==> src/rtl/alu_pkg.sv <==
// Shared ALU op codes, op classification helpers and arbiter state encoding.
// Used by the alu datapath and by alu_arbiter (ALU_ARB_RR_EN selects round-robin).
package alu_pkg;

    localparam logic [5:0] ALU_ADD  = 6'b000000;
    localparam logic [5:0] ALU_SUB  = 6'b110000;
    localparam logic [5:0] ALU_SLT  = 6'b000010;
    localparam logic [5:0] ALU_SLTU = 6'b000011;
    localparam logic [5:0] ALU_XOR  = 6'b000100;
    localparam logic [5:0] ALU_OR   = 6'b000110;
    localparam logic [5:0] ALU_AND  = 6'b000111;
    localparam logic [5:0] ALU_SLL  = 6'b100000;
    localparam logic [5:0] ALU_SRL  = 6'b100101;
    localparam logic [5:0] ALU_SRA  = 6'b110101;

    typedef logic [1:0] state_t;

    localparam state_t IDLE = 2'd0;
    localparam state_t EXEC = 2'd1;
    localparam state_t RESP = 2'd2;

    function automatic logic op_legal(input logic [5:0] op);
        case (op)
            ALU_ADD, ALU_SUB, ALU_SLT, ALU_SLTU, ALU_XOR,
            ALU_OR, ALU_AND, ALU_SLL, ALU_SRL, ALU_SRA: op_legal = 1'b1;
            default:                                    op_legal = 1'b0;
        endcase
    endfunction

    function automatic logic is_shift(input logic [5:0] op);
        case (op)
            ALU_SLL, ALU_SRL, ALU_SRA: is_shift = 1'b1;
            default:                   is_shift = 1'b0;
        endcase
    endfunction

endpackage

==> src/rtl/alu_arbiter_alu.sv <==
// Single-cycle 32-bit ALU datapath (module alu).
// Unknown op codes produce a zero result.
module alu
    import alu_pkg::*;
(
    input  logic [5:0]  op,
    input  logic [31:0] a,
    input  logic [31:0] b,
    output logic [31:0] rvout,
    output logic        alu_zero
);

    always_comb begin
        rvout = '0;
        case (op)
            ALU_ADD:  rvout = a + b;
            ALU_SUB:  rvout = a - b;
            ALU_SLT:  rvout = {31'b0, $signed(a) < $signed(b)};
            ALU_SLTU: rvout = {31'b0, a < b};
            ALU_XOR:  rvout = a ^ b;
            ALU_OR:   rvout = a | b;
            ALU_AND:  rvout = a & b;
            ALU_SLL:  rvout = a << b[4:0];
            ALU_SRL:  rvout = a >> b[4:0];
            ALU_SRA:  rvout = $unsigned($signed(a) >>> b[4:0]);
            default:  rvout = '0;
        endcase
    end

    assign alu_zero = (rvout == '0);

endmodule

==> src/rtl/alu_arbiter.sv <==
// Two-port valid/ready arbiter sharing one alu; one op in flight.
// Define ALU_ARB_RR_EN for round-robin, otherwise port 0 has fixed priority.
module alu_arbiter
    import alu_pkg::*;
#(
    parameter int W = 32
) (
    input  logic         clk,
    input  logic         reset,
    input  logic [1:0]   req_valid,
    output logic [1:0]   req_ready,
    input  logic [5:0]   req_op0,
    input  logic [5:0]   req_op1,
    input  logic [W-1:0] req_a0,
    input  logic [W-1:0] req_a1,
    input  logic [W-1:0] req_b0,
    input  logic [W-1:0] req_b1,
    output logic [1:0]   rsp_valid,
    input  logic [1:0]   rsp_ready,
    output logic [W-1:0] rsp_data,
    output logic         rsp_zero,
    output logic         rsp_err
);

    state_t       state_q, state_d;
    logic         owner_q, owner_d;
    logic         last_grant_q, last_grant_d;
    logic [5:0]   op_q, op_d;
    logic [W-1:0] a_q, a_d;
    logic [W-1:0] b_q, b_d;
    logic         err_q, err_d;
    logic [1:0]   rsp_valid_q, rsp_valid_d;
    logic [W-1:0] rsp_data_q, rsp_data_d;
    logic         rsp_zero_q, rsp_zero_d;
    logic         rsp_err_q, rsp_err_d;

    logic         grant;
    logic         accept;
    logic [5:0]   sel_op;
    logic [W-1:0] sel_a;
    logic [W-1:0] sel_b;
    logic [W-1:0] alu_out;
    logic         alu_zero;

    always_comb begin
`ifdef ALU_ARB_RR_EN
        if (&req_valid) grant = ~last_grant_q;
        else            grant = req_valid[1];
`else
        grant = ~req_valid[0] & req_valid[1];
`endif
    end

    always_comb begin
        req_ready = 2'b00;
        if (state_q == IDLE && !reset)
            req_ready = grant ? 2'b10 : 2'b01;
    end

    assign accept = |(req_valid & req_ready);
    assign sel_op = grant ? req_op1 : req_op0;
    assign sel_a  = grant ? req_a1 : req_a0;
    assign sel_b  = grant ? req_b1 : req_b0;

    alu u_alu (
        .op       (op_q),
        .a        (a_q),
        .b        (b_q),
        .rvout    (alu_out),
        .alu_zero (alu_zero)
    );

    always_comb begin
        state_d      = state_q;
        owner_d      = owner_q;
        last_grant_d = last_grant_q;
        op_d         = op_q;
        a_d          = a_q;
        b_d          = b_q;
        err_d        = err_q;
        rsp_valid_d  = rsp_valid_q;
        rsp_data_d   = rsp_data_q;
        rsp_zero_d   = rsp_zero_q;
        rsp_err_d    = rsp_err_q;
        unique case (state_q)
            IDLE: begin
                if (accept) begin
                    state_d      = EXEC;
                    owner_d      = grant;
                    last_grant_d = grant;
                    op_d         = sel_op;
                    a_d          = sel_a;
                    // shifts only see the 5-bit shift amount
                    b_d          = is_shift(sel_op) ? {27'b0, sel_b[4:0]} : sel_b;
                    err_d        = ~op_legal(sel_op);
                end
            end
            EXEC: begin
                state_d     = RESP;
                rsp_data_d  = err_q ? '0 : alu_out;
                rsp_zero_d  = err_q ? 1'b0 : alu_zero;
                rsp_err_d   = err_q;
                rsp_valid_d = owner_q ? 2'b10 : 2'b01;
            end
            RESP: begin
                if (rsp_ready[owner_q]) begin
                    state_d     = IDLE;
                    rsp_valid_d = 2'b00;
                end
            end
            default: begin
                state_d     = IDLE;
                rsp_valid_d = 2'b00;
            end
        endcase
    end

    always_ff @(posedge clk) begin
        if (reset) begin
            state_q      <= IDLE;
            owner_q      <= 1'b0;
            last_grant_q <= 1'b1;
            op_q         <= '0;
            a_q          <= '0;
            b_q          <= '0;
            err_q        <= 1'b0;
            rsp_valid_q  <= 2'b00;
            rsp_data_q   <= '0;
            rsp_zero_q   <= 1'b0;
            rsp_err_q    <= 1'b0;
        end else begin
            state_q      <= state_d;
            owner_q      <= owner_d;
            last_grant_q <= last_grant_d;
            op_q         <= op_d;
            a_q          <= a_d;
            b_q          <= b_d;
            err_q        <= err_d;
            rsp_valid_q  <= rsp_valid_d;
            rsp_data_q   <= rsp_data_d;
            rsp_zero_q   <= rsp_zero_d;
            rsp_err_q    <= rsp_err_d;
        end
    end

    assign rsp_valid = rsp_valid_q;
    assign rsp_data  = rsp_data_q;
    assign rsp_zero  = rsp_zero_q;
    assign rsp_err   = rsp_err_q;

endmodule

==> config.mk <==
export PLATFORM = sky130hd
export DESIGN_NAME = alu_arbiter
export DESIGN_NICKNAME = d
export VERILOG_FILES = /design/src/rtl/alu_pkg.sv /design/src/rtl/alu_arbiter_alu.sv /design/src/rtl/alu_arbiter.sv
export SDC_FILE = /design/constraint.sdc
export NUM_CORES = 1
export LEC_CHECK = 0
export ABC_AREA = 1
export BUFFER_PORTS_ARGS = -buffer_cell sky130_fd_sc_hd__buf_2
export CELL_PAD_IN_SITES_DETAIL_PLACEMENT = 0
export CELL_PAD_IN_SITES_GLOBAL_PLACEMENT = 1
export CORE_MARGIN = 3
export CORE_UTILIZATION = 36
export CTS_CLUSTER_DIAMETER = 120
export DETAILED_ROUTE_END_ITERATION = 12
export PLACE_DENSITY_LB_ADDON = 0.2
export REMOVE_ABC_BUFFERS = 1
export SLEW_MARGIN = 10
export SYNTH_ARGS = -nofsm -noshare
export SYNTH_HDL_FRONTEND = slang
export SYNTH_HIERARCHICAL = 1
export SYNTH_SLANG_ARGS = --single-unit
==> constraint.sdc <==
create_clock -name clk -period 5.2 [get_ports clk]
set_clock_uncertainty 0.05 [all_clocks]
set_input_delay 1.04 -clock clk [delete_from_list [all_inputs] [get_ports clk]]
set_output_delay 1.04 -clock clk [all_outputs]
set_load 0.005 [all_outputs]
======== After elaboration in Yosys (flattened, before gate mapping) ========
Index checks and enable logic that the tools add are counted.
word-level totals
  register bits after elaboration ......... 110
  word-level logic and storage cells ...... 82
cells by class
  add/subtract/negate cells ............... 2
  magnitude comparators ................... 3
  equality and inequality tests ........... 22
  shift-type cells ........................ 3
  mux-type cells .......................... 22
  bitwise logic cells ..................... 8
  reductions and logical operators ........ 12
operators with widths
  kind                number
  $pmux 32 s10        1
  $mux 32             4
  $lt 32x32->1        2
  $eq 6x6->1 const B  8
  $eq 6x3->1 const B  6
  $add 32x32->32      1
  $and 32x32->32      1
  $logic_not 32->1    1
  $or 32x32->32       1
  $shl 32x5->32       1
  $shr 32x5->32       1
  $sshr 32x5->32      1
  $sub 32x32->32      1
  $xor 32x32->32      1
  $eq 6x2->1 const B  4
  $logic_not 6->1     2
  $pmux 2 s3          2
  $mux 2              5
  $reduce_or 10->1    1
  $mux 1              9
  $mux 6              1
  $reduce_and 2->1    3
  $ne 2x2->1 const B  2
  $not 1->1           3
  10 further kinds    10

======== Logic depth before layout (Yosys ltp) ========
Gate-level depths: netlist of the first run.
  word-level depth ........................ 9
  depth in mapped cells ................... 25
  depth with buffers taken out ............ 23

======== Modules after synthesis ========
The synthesis of the first run kept the hierarchy.
by module, submodules not included
  module       instances  cells an instance  area each (um^2)  seq. area each (um^2)
  alu          1          2220               10518.8           0.0
  alu_arbiter  1          624                4717.0            2202.1

======== Worst setup path before layout of the first run ========
Ideal clock, no wire load.
  kind .................................... input port to output port
  start ................................... in req_valid[1]
  end ..................................... out req_ready[1]
  data arrival time ....................... 1911 ps
  required time ........................... 4110 ps
  slack ................................... 2199 ps
  stages on the path ...................... 6
  cell sequence ........................... buf_4 > nand2_4 > buf_6 > buf_2 > buf_1 > nor2_1
between the ends
  word-level cells in the longest chain between the ends .. 3
ends and longest elaborated chain
  what         line               RTL
  from (decl)  alu_arbiter.sv:10  input logic [1:0] req_valid,
  $and 1x1->1  alu_arbiter.sv:50  grant = ~req_valid[0] & req_valid[1];
  $mux 2       alu_arbiter.sv:57  req_ready = grant ? 2'b10 : 2'b01;
  $mux 2       alu_arbiter.sv:56  if (state_q == IDLE && !reset)
  to (decl)    alu_arbiter.sv:11  output logic [1:0] req_ready,
Every way passes these cells.

======== Worst setup path in the final report of the first run ========
  start ................................... reg a_q[8]
  end ..................................... reg rsp_zero_q (netlist: rsp_zero)
between the ends
  word-level cells in the longest chain between the ends .. 4
  elaborated cells between the ends (all ways) .. 13
ends and longest elaborated chain
  what                                          line                   RTL
  from (decl)                                   alu_arbiter.sv:29      logic [W-1:0] a_q, a_d;
  from (signal assigned)                        alu_arbiter.sv:124     a_q <= '0;
  from (signal assigned)                        alu_arbiter.sv:136     a_q <= a_d;
  $sub 32x32->32, or another cell as far along  alu_arbiter_alu.sv:17  ALU_SUB: rvout = a - b;
  $pmux 32 s10 *                                alu_arbiter_alu.sv:15  case (op)
  net alu_out[11]                               alu_arbiter.sv:42      logic [W-1:0] alu_out;
  $logic_not 32->1 *                            alu_arbiter_alu.sv:30  assign alu_zero = (rvout == '0);
  net alu_zero                                  alu_arbiter.sv:43      logic alu_zero;
  $mux 1 *                                      alu_arbiter.sv:101     rsp_zero_d = err_q ? 1'b0 : alu_zero;
  to (signal assigned)                          alu_arbiter.sv:141     rsp_zero_q <= rsp_zero_d;
  to (decl)                                     alu_arbiter.sv:34      logic rsp_zero_q, rsp_zero_d;
Mark *: on every way through the listed nets, which the timed path passes. The rest lies on a longest branch.
A chain may end at the register's enable or synchronous reset.

==> results.yml, run 1 <==
sta:
  fin_crit_sh: 0.7483
  drv_slew: 0
  period_needed_ps: 3891
  max_freq_mhz: 257.0
  hold_viol_final: 0
  fin_setup_tns_ps: 0
  worst_pin_slew_ps: 989.1
  slew-limit-headroom: 0.3391
  finalSetupViolCount: 0
  rsz0062_at_grt: "false"
power_and_ir_drop:
  ir_drop_mv: 0.1616
  power_frac_clock: 0.191
  total_power_mw: 4.170
  power_density_nw_per_um2: 250.2
  p_sw_mw: 2.229
  seq_power_share: 0.240
  p_leak_nw: 8.780
  p_int_mw: 1.941
  power_frac_comb: 0.569
  swShare: 0.5345
floorplanning:
  die_x_um: 211.7
  io_pins: 184
  row_count: 74
  die_h_um: 211.7
  core_sq_um: 41290
  start_util: 0.3690
  dieArea_sq_um: 44830
logic_synthesis:
  yosys_warnings: 6
  synth_area_per_cell_sq_um: 5.357
  ys_seq_elements: 110
  yosysUniqueCellTypes: 50
  synth.top_cell.area_share: 0.2503
  syn_area_sq_um: 15240
  synth_top_area_cell: "nand2_1"
  synthFlopType: "dfxtp_1"
  synth_edf_count: 0
  seq_area_frac_synth: 0.1445
  synth.area.top_cells: "nand2_1 25%, dfxtp_1 14%, nand3_1 14%, ha_1 8.0%, inv_1 8.0%"
  async_reset_ff_frac: 0
  synthCells: 2844
clocking:
  insertion_delay_ps: 410
  numCtsBuffers: 9
  cts_resized: 0
  clk_pin_slew_ps: 100
  cts_hold_buf: 0
  postCtsSetupBuffers: 0
  cts_root_buffer: "clkbuf_16"
  tritoncts: "done"
  clockBufferDepth: 2
  h-tree-depth: 3
  cts.sinks: 110
cells_and_area:
  postLayoutCellArea_sq_um: 16670
  num_antenna_cells: 0
  final_util: 0.4037
  area_growth_pct: 9.419
  final_layout_size_suffix_gt1_frac: 0.1130
  num-fill-cells: 4808
  nNetsFinal: 3178
setup_path:
  worstSetupPathType: "flop to flop"
  worstPathArrival_ps: 4190
  slowest_delay_ps: 560
  cp_common_cell: "nand2_1"
  cpMaxStageDelayCell: "dfxtp_1"
  path_cells: "inv_1 -> ha_1 -> inv_1 -> nand2_1 -> nand2_1 -> nand2_1 -> nand2_1 -> inv_1 -> nand3_1 -> o21ai_0 -> o21ai_0 -> nor2_1 -> nand2_1 -> nor2_1 -> nand2_1 -> nor2_1 -> nand2_1 -> nor2_2 -> a22oi_1 -> nor2_1"
  cp.required_ps: 5500
  start_kind: "flop"
  path_max_fanout: 6
  end_kind: "flop"
global_routing:
  antenna_found_initial: 0
  grt_pass1_vias: 17745
  grt_pass1_wl_um: 112200
  grt_usage: 0.3359
  grt_overflow: 0
  grt_max_degree: 76
placement:
  dp_hpwl_um: 62430
  place_area_sq_um: 16360
  gp_congestion: 1.027
  portBuffers: 183
drt:
  post-route-drc-count: 0
  drt_iter0_drc: 2109
  wl_per_cell_um: 22.27
  first_pass_iters: 9
  drt_wl_total_um: 77240
  ant_nets: 0
  vias: 19260
  viasPerCell: 5.552
run_status:
  status: "completed"
job:
  maxCapViolCount: 0
hold_path:
  worstHoldPathType: "flop to flop"
[through the flow]
step           hold slack, ps  instances  worst slack [ps]
4_1_cts                 429.3       3469              1405
5_1_grt                 453.1       3469              1040
3_5_place_dp            417.5       3453              1416
2_1_floorplan           389.7       2706            -115.1
6_report                429.0       3469              1309
3_3_place_gp            400.4       3453              1360
[sequential cells by signal, indices dropped and copies added, names as in the netlist]
signal	count
rsp_data	32
a_q	32
owner_q	1
state_q	2
err_q	1
b_q	32
op_q	6
rsp_err	1
rsp_zero	1
rsp_valid	2
[cells by family (layout without fill, tap and decap cells)]
kind of cell | count (synthesis) | in the layout | share of synthesized area
AO/OA/AOI/OAI | 347 | 347 | 0.1360
flip-flops | 110 | 110 | 0.1445
buffers and inverters | 480 | 573 | 0.1317
AND/OR/NAND/NOR | 1807 | 1807 | 0.5046
adder cells (fa/ha/maj) | 100 | 100 | 0.08311
[cells in the mapped netlist, drive strengths merged (5+ instances only)]
| master | count |
|---|---|
| a21oi | 125 |
| a22oi | 34 |
| a31oi | 41 |
| and2 | 13 |
| buf | 92 |
| clkbuf | 46 |
| dfxtp | 110 |
| ha | 98 |
| inv | 338 |
| nand2 | 1047 |
| nand3 | 425 |
| nand3b | 5 |
| nand4 | 23 |
| nor2 | 260 |
| nor3 | 26 |
| o211ai | 21 |
| o21ai | 97 |
| o21bai | 8 |
| o22ai | 16 |
[critical path: cells and delay by family, from the launching register on]
kind            cells  cell delay (ps)
simple gates       13             1960
fa+ha+maj           1              390
buf+inv             3              400
flops               1              560
compound gates      3              450
[power by group through the flow]
stage	clock network (mW)	registers, mW	logic (mW)
5_1_grt	0.839	1.01	2.59
2_1_floorplan	0	1.02	1.41
3_5_place_dp	0	1.02	2.31
3_3_place_gp	0	1.01	2.31
6_report	0.799	1.00	2.37
4_1_cts	0.818	0.997	2.32
[cell usage in the layout (no fill, tap or decap), types with 29 or more instances in the layout]
master	n
dfxtp_1	108
nand2_2	29
ha_1	98
nor2_1	248
buf_2	183
a21oi_1	104
nand3_1	417
a22oi_1	34
inv_1	322
a31oi_1	41
o21ai_0	90
nand2_1	1015
buf_4	32
[final timing paths]
path / from / to / slack [ps] / depth (start not counted)
max: a_q[8] / rsp_zero / 1310 / 20
min: rsp_valid[0] / rsp_valid[0] / 430 / 2
max reg2reg: a_q[8] / rsp_zero / 1310 / 20
min reg2reg: rsp_valid[0] / rsp_valid[0] / 430 / 2
[metal layers]
layer | wire length (um) | GRT usage
met4 | 2365 | 0.1021
met3 | 5209 | 0.04683
met5 | 0 | 0
met1 | 34060 | 0.4557
met2 | 35610 | 0.5537
[cell type report]
type	instances	area (sq um)	area share
Sequential cell	110	2205	0.1322
Timing Repair Buffer	215	1156	0.06935
Clock inverter	7	81.33	0.004878
Tap cell	532	665.6	0.03993
Clock buffer	9	225.2	0.01351
Inverter	342	1286	0.07715
Multi-Input combinational cell	2254	11050	0.6629
(Power assumes the default switching activity.)
==> run 2, diff against run 1 <==
clock period = 4 ns   (was 5.2 ns; I/O delays follow)
==> results.yml, run 2 (same netlist as run 1, synthesis figures left out) <==
floorplanning:
  io_pins: 184
  core_sq_um: 41290
  die_h_um: 211.7
  row_count: 74
  dieArea_sq_um: 44830
  die_x_um: 211.7
  start_util: 0.3690
sta:
  finalSetupViolCount: 0
  fin_crit_sh: 0.8981
  rsz0062_at_grt: "false"
  max_freq_mhz: 278.4
  setup_slack_ps: 407.7
  worst_pin_slew_ps: 944.3
  drv_slew: 0
  period_needed_ps: 3592
  hold_viol_final: 0
  slew-limit-headroom: 0.3705
setup_path:
  cpMaxStageDelayCell: "ha_1"
  critPathBufInv: 2
  path_max_fanout: 11
  cp_top_family: "simple AND/OR/NAND/NOR gates"
  worstPathArrival_ps: 3900
  end_kind: "flop"
  worstSetupPathType: "flop to flop"
  start_kind: "flop"
  cp_common_cell: "nand2_1"
  path_cells: "inv_1 -> ha_1 -> inv_1 -> nand2_1 -> nand2_1 -> nand2_1 -> nand3_1 -> o21ai_0 -> nand3_1 -> nor2_1 -> nand3_1 -> nor2_1 -> nand2_1 -> nor2_1 -> nand2_1 -> nor2_2 -> a22oi_1 -> nor2_1"
  cp.required_ps: 4300
  slowest_delay_ps: 510
drt:
  wl_met1_um: 35780
  route.met2.wl_um: 35320
  viasPerCell: 5.598
  vias: 19615
  drt_iter0_drc: 2152
  post-route-drc-count: 0
  wl_per_cell_um: 22.55
  ant_nets: 0
  first_pass_iters: 6
  met3_length_um: 5274
  drt_wl_total_um: 79020
  routed.top_layer: "met5"
cells_and_area:
  final_util: 0.4108
  mostFrequentLayoutCell: "nand2_1"
  final_layout_size_suffix_gt1_frac: 0.1222
  num-fill-cells: 4815
  final_cell_mix: "1016 x nand2_1, 417 x nand3_1, 323 x inv_1, 248 x nor2_1, 183 x buf_2"
  nNetsFinal: 3212
  final_cell_count_no_fill: 3504
  area_growth_pct: 11.33
global_routing:
  antenna_found_initial: 1
  grt_overflow: 0
  grt_max_degree: 72
  grt_usage: 0.3448
  grt_pass1_wl_um: 114800
  grt_pass1_vias: 18203
placement:
  post-place-ws_ps: 575.5
  gp_congestion: 1.029
  dp_cells: 3487
  portBuffers: 183
  dp_hpwl_um: 64440
clocking:
  tritoncts: "done"
  numCtsBuffers: 9
  cts.sinks: 110
  clk_pin_slew_ps: 90
  cts_hold_buf: 0
  cts_resized: 0
  postCtsSetupBuffers: 0
  insertion_delay_ps: 410
  h-tree-depth: 3
  cts_root_buffer: "clkbuf_16"
  clockBufferDepth: 2
power_and_ir_drop:
  power_density_nw_per_um2: 327.1
  total_power_mw: 5.549
  ir_drop_mv: 0.1776
  p_leak_nw: 8.966
run_status:
  status: "completed"
hold_path:
  worstHoldPathType: "flop to flop"
job:
  maxCapViolCount: 0
run 2: cell count changes in the layout (fill, tap and decap cells not counted), sizes merged:
cell,delta
inv,+1
buf,+34
clkinv,-1
diode,+1
run 2: path summary, 6_finish.rpt:
| path | start | end | slack (ps) | cells after the start |
|---|---|---|---|---|
| setup / recovery | a_q[2] | rsp_zero | 410 | 18 |
| hold / removal | rsp_valid[0] | rsp_valid[0] | 420 | 2 |
| setup reg to reg | a_q[2] | rsp_zero | 410 | 18 |
| hold reg to reg | rsp_valid[0] | rsp_valid[0] | 420 | 2 |
run 2: final cells by class:
type                            instances  area [sq um]  share of cell area
Sequential cell                       110          2205              0.1300
Clock buffer                            9         225.2             0.01328
Timing Repair Buffer                  249          1436             0.08468
Tap cell                              532         665.6             0.03924
Antenna cell                            1         2.502           0.0001475
Multi-Input combinational cell       2254         11040              0.6508
Inverter                              342          1286             0.07583
Clock inverter                          7         102.6            0.006049
run 2: power breakdown:
group | leakage [nW] | internal, mW | total, mW | switching [mW]
Combinational | 7.91 | 0.886 | 3.19 | 2.30
Sequential | 0.900 | 1.18 | 1.28 | 0.101
Clock | 0.160 | 0.512 | 1.08 | 0.570
run 2: through the flow:
step / hold slack (ps) / instance area [sq um] / TNS, ps
global placement: 402.3 / 16630 / 0
detailed placement: 405.2 / 16630 / 0
CTS: 419.9 / 16960 / 0
floorplan: 389.7 / 14520 / -29550
global route: 431.5 / 16960 / 0
finish: 417.5 / 16960 / 0
run 2: per-layer routing:
| metal | track usage | vias to the layer above |
|---|---|---|
| li1 | - | 9378 |
| met1 | 0.4816 | 9325 |
| met2 | 0.5480 | 793 |
| met3 | 0.04609 | 117 |
| met4 | 0.1145 | 2 |
| met5 | 0 | - |
run 2: worst min-delay path, cell delays in order, from the launching register on:
cell and delay, ps:
dfxtp_1 320, nand2_1 60, a21oi_1 50
